--- src/rtl/imem_loader_if.sv ---
// Byte-stream receive handshake plus the imem write port driven by the boot loader.
// The loader itself uses the slave view; whatever feeds it bytes uses the master view.
interface imem_loader_if #(
    parameter int ADDR_W = 6
);
    logic              rx_valid;
    logic [7:0]        rx_data;
    logic              rx_ready;
    logic              imem_we;
    logic [ADDR_W-1:0] imem_addr;
    logic [31:0]       imem_wdata;

    modport master (
        output rx_valid, rx_data,
        input  rx_ready, imem_we, imem_addr, imem_wdata
    );

    modport slave (
        input  rx_valid, rx_data,
        output rx_ready, imem_we, imem_addr, imem_wdata
    );
endinterface

--- src/rtl/imem_loader.sv ---
// Boot-time instruction memory loader: header byte (word count), little-endian words,
// XOR checksum byte. Holds the core in reset until an image loads with a good checksum.
module imem_loader #(
    parameter int ADDR_W = 6
) (
    input  logic            clk,
    input  logic            reset,
    input  logic            start,
    imem_loader_if.slave    bus,
    output logic            core_reset,
    output logic            busy,
    output logic            done,
    output logic            error,
    output logic [ADDR_W:0] words_loaded
);
    localparam int CNT_W    = ADDR_W + 1;
    localparam int CAPACITY = 2 ** ADDR_W;

    typedef enum logic [2:0] {
        ST_IDLE,
        ST_HDR,
        ST_DATA,
        ST_CSUM,
        ST_DONE,
        ST_ERROR
    } state_t;

    state_t            state_reg;
    state_t            state_next;

    logic [7:0]        csum_reg;
    logic [1:0]        byte_idx_reg;
    logic [CNT_W-1:0]  count_reg;
    logic [CNT_W-1:0]  words_loaded_reg;
    logic              imem_we_reg;
    logic [ADDR_W-1:0] imem_addr_reg;
    logic [31:0]       imem_wdata_reg;
    logic [23:0]       asm_word;

    logic              accept;
    logic              start_ok;
    logic              hdr_bad;
    logic              data_accept;
    logic              word_done;
    logic              last_word;

    assign bus.rx_ready = (state_reg == ST_HDR) || (state_reg == ST_DATA) || (state_reg == ST_CSUM);
    assign accept       = bus.rx_valid && bus.rx_ready;
    assign start_ok     = start && ((state_reg == ST_IDLE) || (state_reg == ST_DONE) || (state_reg == ST_ERROR));
    assign hdr_bad      = (bus.rx_data == 8'd0) || ({24'd0, bus.rx_data} > 32'(CAPACITY));
    assign data_accept  = accept && (state_reg == ST_DATA);
    assign word_done    = data_accept && (byte_idx_reg == 2'd3);
    assign last_word    = word_done && ((words_loaded_reg + CNT_W'(1)) == count_reg);

    always_ff @(posedge clk or posedge reset) begin
        if (reset) begin
            state_reg <= ST_IDLE;
        end else begin
            state_reg <= state_next;
        end
    end

    always_comb begin
        state_next = state_reg;
        case (state_reg)
            ST_IDLE, ST_DONE, ST_ERROR: begin
                if (start) state_next = ST_HDR;
            end
            ST_HDR: begin
                if (accept) state_next = hdr_bad ? ST_ERROR : ST_DATA;
            end
            ST_DATA: begin
                if (last_word) state_next = ST_CSUM;
            end
            ST_CSUM: begin
                if (accept) state_next = (bus.rx_data == csum_reg) ? ST_DONE : ST_ERROR;
            end
            default: state_next = ST_IDLE;
        endcase
    end

    // Bytes 0..2 of a word park in their own lanes; byte 3 completes the word directly
    // into the write register, so the next word's bytes can arrive immediately.
    genvar gi;
    generate
        for (gi = 0; gi < 3; gi++) begin : g_lane
            logic [7:0] lane_reg;
            always_ff @(posedge clk or posedge reset) begin
                if (reset) begin
                    lane_reg <= 8'd0;
                end else if (data_accept && (byte_idx_reg == 2'(gi))) begin
                    lane_reg <= bus.rx_data;
                end
            end
            assign asm_word[gi*8 +: 8] = lane_reg;
        end
    endgenerate

    always_ff @(posedge clk or posedge reset) begin
        if (reset) begin
            csum_reg         <= 8'd0;
            byte_idx_reg     <= 2'd0;
            count_reg        <= '0;
            words_loaded_reg <= '0;
            imem_we_reg      <= 1'b0;
            imem_addr_reg    <= '0;
            imem_wdata_reg   <= 32'd0;
        end else begin
            imem_we_reg <= 1'b0;
            if (start_ok) begin
                csum_reg         <= 8'd0;
                byte_idx_reg     <= 2'd0;
                words_loaded_reg <= '0;
            end
            if (accept && (state_reg == ST_HDR)) begin
                csum_reg  <= csum_reg ^ bus.rx_data;
                count_reg <= CNT_W'(bus.rx_data);
            end
            if (data_accept) begin
                csum_reg     <= csum_reg ^ bus.rx_data;
                byte_idx_reg <= byte_idx_reg + 2'd1;
            end
            if (word_done) begin
                imem_we_reg      <= 1'b1;
                imem_wdata_reg   <= {bus.rx_data, asm_word};
                imem_addr_reg    <= words_loaded_reg[ADDR_W-1:0];
                words_loaded_reg <= words_loaded_reg + CNT_W'(1);
            end
        end
    end

    // Status flags decode straight from the registered state.
    assign busy         = (state_reg == ST_HDR) || (state_reg == ST_DATA) || (state_reg == ST_CSUM);
    assign done         = (state_reg == ST_DONE);
    assign error        = (state_reg == ST_ERROR);
    assign core_reset   = (state_reg != ST_DONE);
    assign words_loaded = words_loaded_reg;

    assign bus.imem_we    = imem_we_reg;
    assign bus.imem_addr  = imem_addr_reg;
    assign bus.imem_wdata = imem_wdata_reg;
endmodule

--- src/flat_wrapper.sv ---
// flat-port wrapper written by rule: the top's interface ports become plain ports
module imem_loader_flat 
#(
    parameter int ADDR_W = 6
)
  (clk, reset, start, core_reset, busy, done, error, words_loaded, bus_rx_valid, bus_rx_data, bus_rx_ready, bus_imem_we, bus_imem_addr, bus_imem_wdata);
  imem_loader_if #(.ADDR_W(ADDR_W)) bus_i ();
  input  logic clk;
  input  logic reset;
  input  logic start;
  output logic core_reset;
  output logic busy;
  output logic done;
  output logic error;
  output logic [ADDR_W:0] words_loaded;
  input wire logic [$bits(bus_i.rx_valid)-1:0] bus_rx_valid;
  input wire logic [$bits(bus_i.rx_data)-1:0] bus_rx_data;
  output wire logic [$bits(bus_i.rx_ready)-1:0] bus_rx_ready;
  output wire logic [$bits(bus_i.imem_we)-1:0] bus_imem_we;
  output wire logic [$bits(bus_i.imem_addr)-1:0] bus_imem_addr;
  output wire logic [$bits(bus_i.imem_wdata)-1:0] bus_imem_wdata;
  assign bus_i.rx_valid = bus_rx_valid;
  assign bus_i.rx_data = bus_rx_data;
  assign bus_rx_ready = bus_i.rx_ready;
  assign bus_imem_we = bus_i.imem_we;
  assign bus_imem_addr = bus_i.imem_addr;
  assign bus_imem_wdata = bus_i.imem_wdata;
  imem_loader #(.ADDR_W(ADDR_W)) u_core (.clk(clk), .reset(reset), .start(start), .bus(bus_i), .core_reset(core_reset), .busy(busy), .done(done), .error(error), .words_loaded(words_loaded));
endmodule
--- config.mk ---
export PLATFORM = sky130hd
export DESIGN_NAME = imem_loader_flat
export DESIGN_NICKNAME = d
export VERILOG_FILES = /design/src/rtl/imem_loader_if.sv /design/src/rtl/imem_loader.sv /design/src/flat_wrapper.sv
export SDC_FILE = /design/constraint.sdc
export NUM_CORES = 1
export LEC_CHECK = 0
export CELL_PAD_IN_SITES_DETAIL_PLACEMENT = 0
export CELL_PAD_IN_SITES_GLOBAL_PLACEMENT = 1
export CORE_UTILIZATION = 42
export DETAILED_ROUTE_END_ITERATION = 10
export PLACE_DENSITY = 0.85
export SYNTH_ARGS = -nofsm -noshare
export SYNTH_HDL_FRONTEND = slang
export SYNTH_SLANG_ARGS = --single-unit
export TNS_END_PERCENT = 30
--- constraint.sdc ---
create_clock -name clk -period 3.5 [get_ports clk]
set_clock_uncertainty 0.2 [all_clocks]
set_input_delay 0.7 -clock clk [delete_from_list [all_inputs] [get_ports clk]]
set_output_delay 0.7 -clock clk [all_outputs]
set_load 0.01 [all_outputs]
==> results.json <==
{
  "outcome": "completed",
  "max_cap_violations": 0,
  "synth_cell_types": 38,
  "nets": 446,
  "cts_made_buffers": 9,
  "rr_endpoint": "u_core.csum_reg[2]",
  "critPathMaxFanout": 11,
  "reg2regPathDepth": 7,
  "grt_overflow_total": 0,
  "hpwl_mm": 5.86,
  "drv_slew": 0,
  "ys_warn_count": 0,
  "multi_input_area_mm2": 0.00161,
  "reg2reg_setup_slack_ns": 1.16,
  "clk_latency_ns": 0.35,
  "p_clk_share_pct": 32.1,
  "powerDensity_mw_per_mm2": 548,
  "start_util_pct": 43.2,
  "critPathMaxStageDelay_ns": 0.55,
  "yosys_most_used_dff": "dfrtp_1",
  "drc": 0,
  "antenna_left": 0,
  "cts-resized-gates": 0,
  "cts_setup_buffers": 0,
  "dr_total_vias": 2826,
  "core_region_area_mm2": 0.00924,
  "swShare_pct": 27.3,
  "period_needed_ns": 2.88,
  "leakage_nw": 2.36,
  "cts.root.buffer_cell": "clkbuf_8",
  "wl_mm": 8.59,
  "synth_cells": 365,
  "grt_max_degree": 40,
  "critPathSlowestCell": "dfrtp_1",
  "pwr-share-seq_pct": 47.6,
  "cts_htree_levels": 3,
  "comb_power_share_pct": 20.4,
  "worst_ep_required_time_ns": 2.60,
  "ys_seq_area_share_pct": 56.5,
  "cts_hold_buffers": 0,
  "netSwitchingPower_mw": 0.754,
  "antenna_found_initial": 0,
  "finalSetupViolCount": 0,
  "syn_area_per_cell_um2": 10.9,
  "num_rows": 35,
  "dr.pass1.iters": 4,
  "period_share_pct": 82.4,
  "synth_edf_count": 0,
  "grt_pass1_vias": 2868,
  "largest_reg_flops": 32,
  "die_x_um": 99.4,
  "endpoint_kind": "output port",
  "hold_class": "reg2reg",
  "ys_ff_latch": 90,
  "diodes": 0,
  "crit_path_start_kind": "flop",
  "path_cells": "or3b_2, inv_1, clkdlybuf4s50_1",
  "ioPinCount": 63,
  "arrival_ns": 1.98,
  "grt_usage_pct": 19.4,
  "clkSlewWorstSetupHoldPaths_ns": 0.09,
  "cts_sinks": 90,
  "async_flop_share_pct": 100,
  "timing_hold_violations_final": 0,
  "fmax_ghz": 0.347,
  "vdd_ir_drop_max_mv": 0.222,
  "syn-num-nets": 382,
  "tightestPinTransition_ns": 0.694,
  "rsz0062_at_grt": "no",
  "place_congestion": 0.854,
  "crit_end": "done",
  "syn-cell-area_mm2": 0.00399,
  "p_int_mw": 2.01,
  "grt_pass1_wl_mm": 14.7,
  "clockBufferDepth": 2,
  "totalNegativeSetupSlack_ns": 0,
  "area.growth.synth_to_final_pct": 26.4,
  "port_buffers": 62,
  "fillerInstances": 815,
  "dr.first_iter.drc_count": 136,
  "drt-vias-per-instance": 5.02,
  "critPathKind": "reg2out",
  "die_y_um": 99.4,
  "crit-reg2reg-launch": "u_core.state_reg[1]",
  "cp-startpoint": "u_core.state_reg[2]",
  "drive_gt1_share_pct": 19.6,
  "seq_area_mm2": 0.00225,
  "dieArea_mm2": 0.00989,
  "wl_per_cell_um": 15.2,
  "relSlewSlack_pct": 53.7,
  "fin_util_pct": 54.5,
  "cts_tree": "done"
}
[synthesized netlist by cell type, types with 3 or more instances]
cell type  instances  area share (%)
nor2_1            14             1.3
xnor2_1           16             3.5
a21oi_1            4            0.50
dfrtp_1           90              56
clkbuf_1           9            0.85
ha_1               5             1.6
nand2_1           86             8.1
mux2_2            46              13
o21ai_0           31             3.9
nand2b_1           5            0.78
buf_2             10             1.3
and2_1             4            0.63
nand3_1            3            0.38
inv_1              4            0.38
nand4_1            4            0.63
o31ai_1            5            0.94
[power groups by stage]
stage                     Sequential [mW]  Combinational (mW)  Clock, mW
final                                1.31               0.563      0.886
after global routing                 1.34               0.634      0.945
after CTS                            1.31               0.568      0.903
after detailed placement             1.33               0.567          0
after global placement               1.33               0.551          0
after floorplan                      1.28               0.451          0
[layout make-up]
cell class | instances | area share (%)
Sequential cell | 90 | 44.7
Clock buffer | 11 | 3.00
Clock inverter | 5 | 2.14
Timing Repair Buffer | 76 | 14.7
Inverter | 5 | 0.397
Tap cell | 129 | 3.20
Multi-Input combinational cell | 247 | 31.9
[critical path, delay by kind of cell (launching register included)]
kind	cells	cell delay (ns)
DFF	1	0.55
buffers and inverters	2	0.58
and+or+nand+nor	1	0.49
[cells in the final DEF (no fill, tap or decap), types with 2 or more instances in the layout]
master,instances
dfrtp_1,90
nand2_1,86
clkdlybuf4s50_1,62
mux2_2,46
o21ai_0,31
xnor2_1,16
nor2_1,14
buf_4,13
clkbuf_8,11
nand2b_1,5
o31ai_1,5
ha_1,5
and2_1,4
nand4_1,4
a21oi_1,4
inv_1,3
nand3_1,3
bufinv_16,3
nor4bb_2,2
or4_4,2
nor3_1,2
or3b_2,2
nor3b_1,2
inv_6,2
[routing by layer]
metal  global-route usage (%)  wire (µm)
met1                     27.9       4110
met2                     29.9       4140
met3                     2.67        260
met4                     7.58         72
met5                        0          0
[kinds of logic (layout without fill, tap and decap cells)]
logic type / after synthesis / after routing / share of synthesized area, %
XOR/XNOR: 17 / 17 / 3.73
adder cells (fa/ha/maj): 5 / 5 / 1.57
buffers and inverters: 28 / 97 / 3.51
AND/OR/NAND/NOR: 133 / 133 / 15.2
flip-flops: 90 / 90 / 56.5
AO/OA/AOI/OAI: 45 / 45 / 6.31
multiplexers: 47 / 47 / 13.2
[per-stage QoR]
| stage | worst slack [ns] | std cells | total power [mW] | cell area, µm² | hold slack, ns |
|---|---|---|---|---|---|
| global placement | 0.653 | 547 | 1.88 | 4780 | 0.244 |
| CTS | 0.587 | 563 | 2.78 | 5040 | 0.272 |
| floorplan | 0.265 | 365 | 1.73 | 3990 | 0.233 |
| global route | 0.532 | 563 | 2.91 | 5040 | 0.299 |
| detailed placement | 0.569 | 547 | 1.90 | 4780 | 0.254 |
| finish | 0.616 | 563 | 2.76 | 5040 | 0.268 |
[worst min path at each step]
| stage | endpoint | slack, ns | cells after the start | start |
|---|---|---|---|---|
| after detailed placement | u_core.bus.imem_wdata[2] | 0.25 | 2 | u_core.g_lane[0].lane_reg[2] |
| final | u_core.bus.imem_wdata[8] | 0.27 | 2 | u_core.g_lane[1].lane_reg[0] |
| after CTS | u_core.bus.imem_wdata[19] | 0.27 | 2 | u_core.g_lane[2].lane_reg[3] |
| after floorplan | u_core.bus.imem_wdata[0] | 0.23 | 2 | u_core.g_lane[0].lane_reg[0] |
| after global routing | u_core.bus.imem_wdata[0] | 0.30 | 2 | u_core.g_lane[0].lane_reg[0] |
| after global placement | u_core.bus.imem_wdata[19] | 0.24 | 2 | u_core.g_lane[2].lane_reg[3] |
No activity file was read; power rests on OpenSTA's default activity.
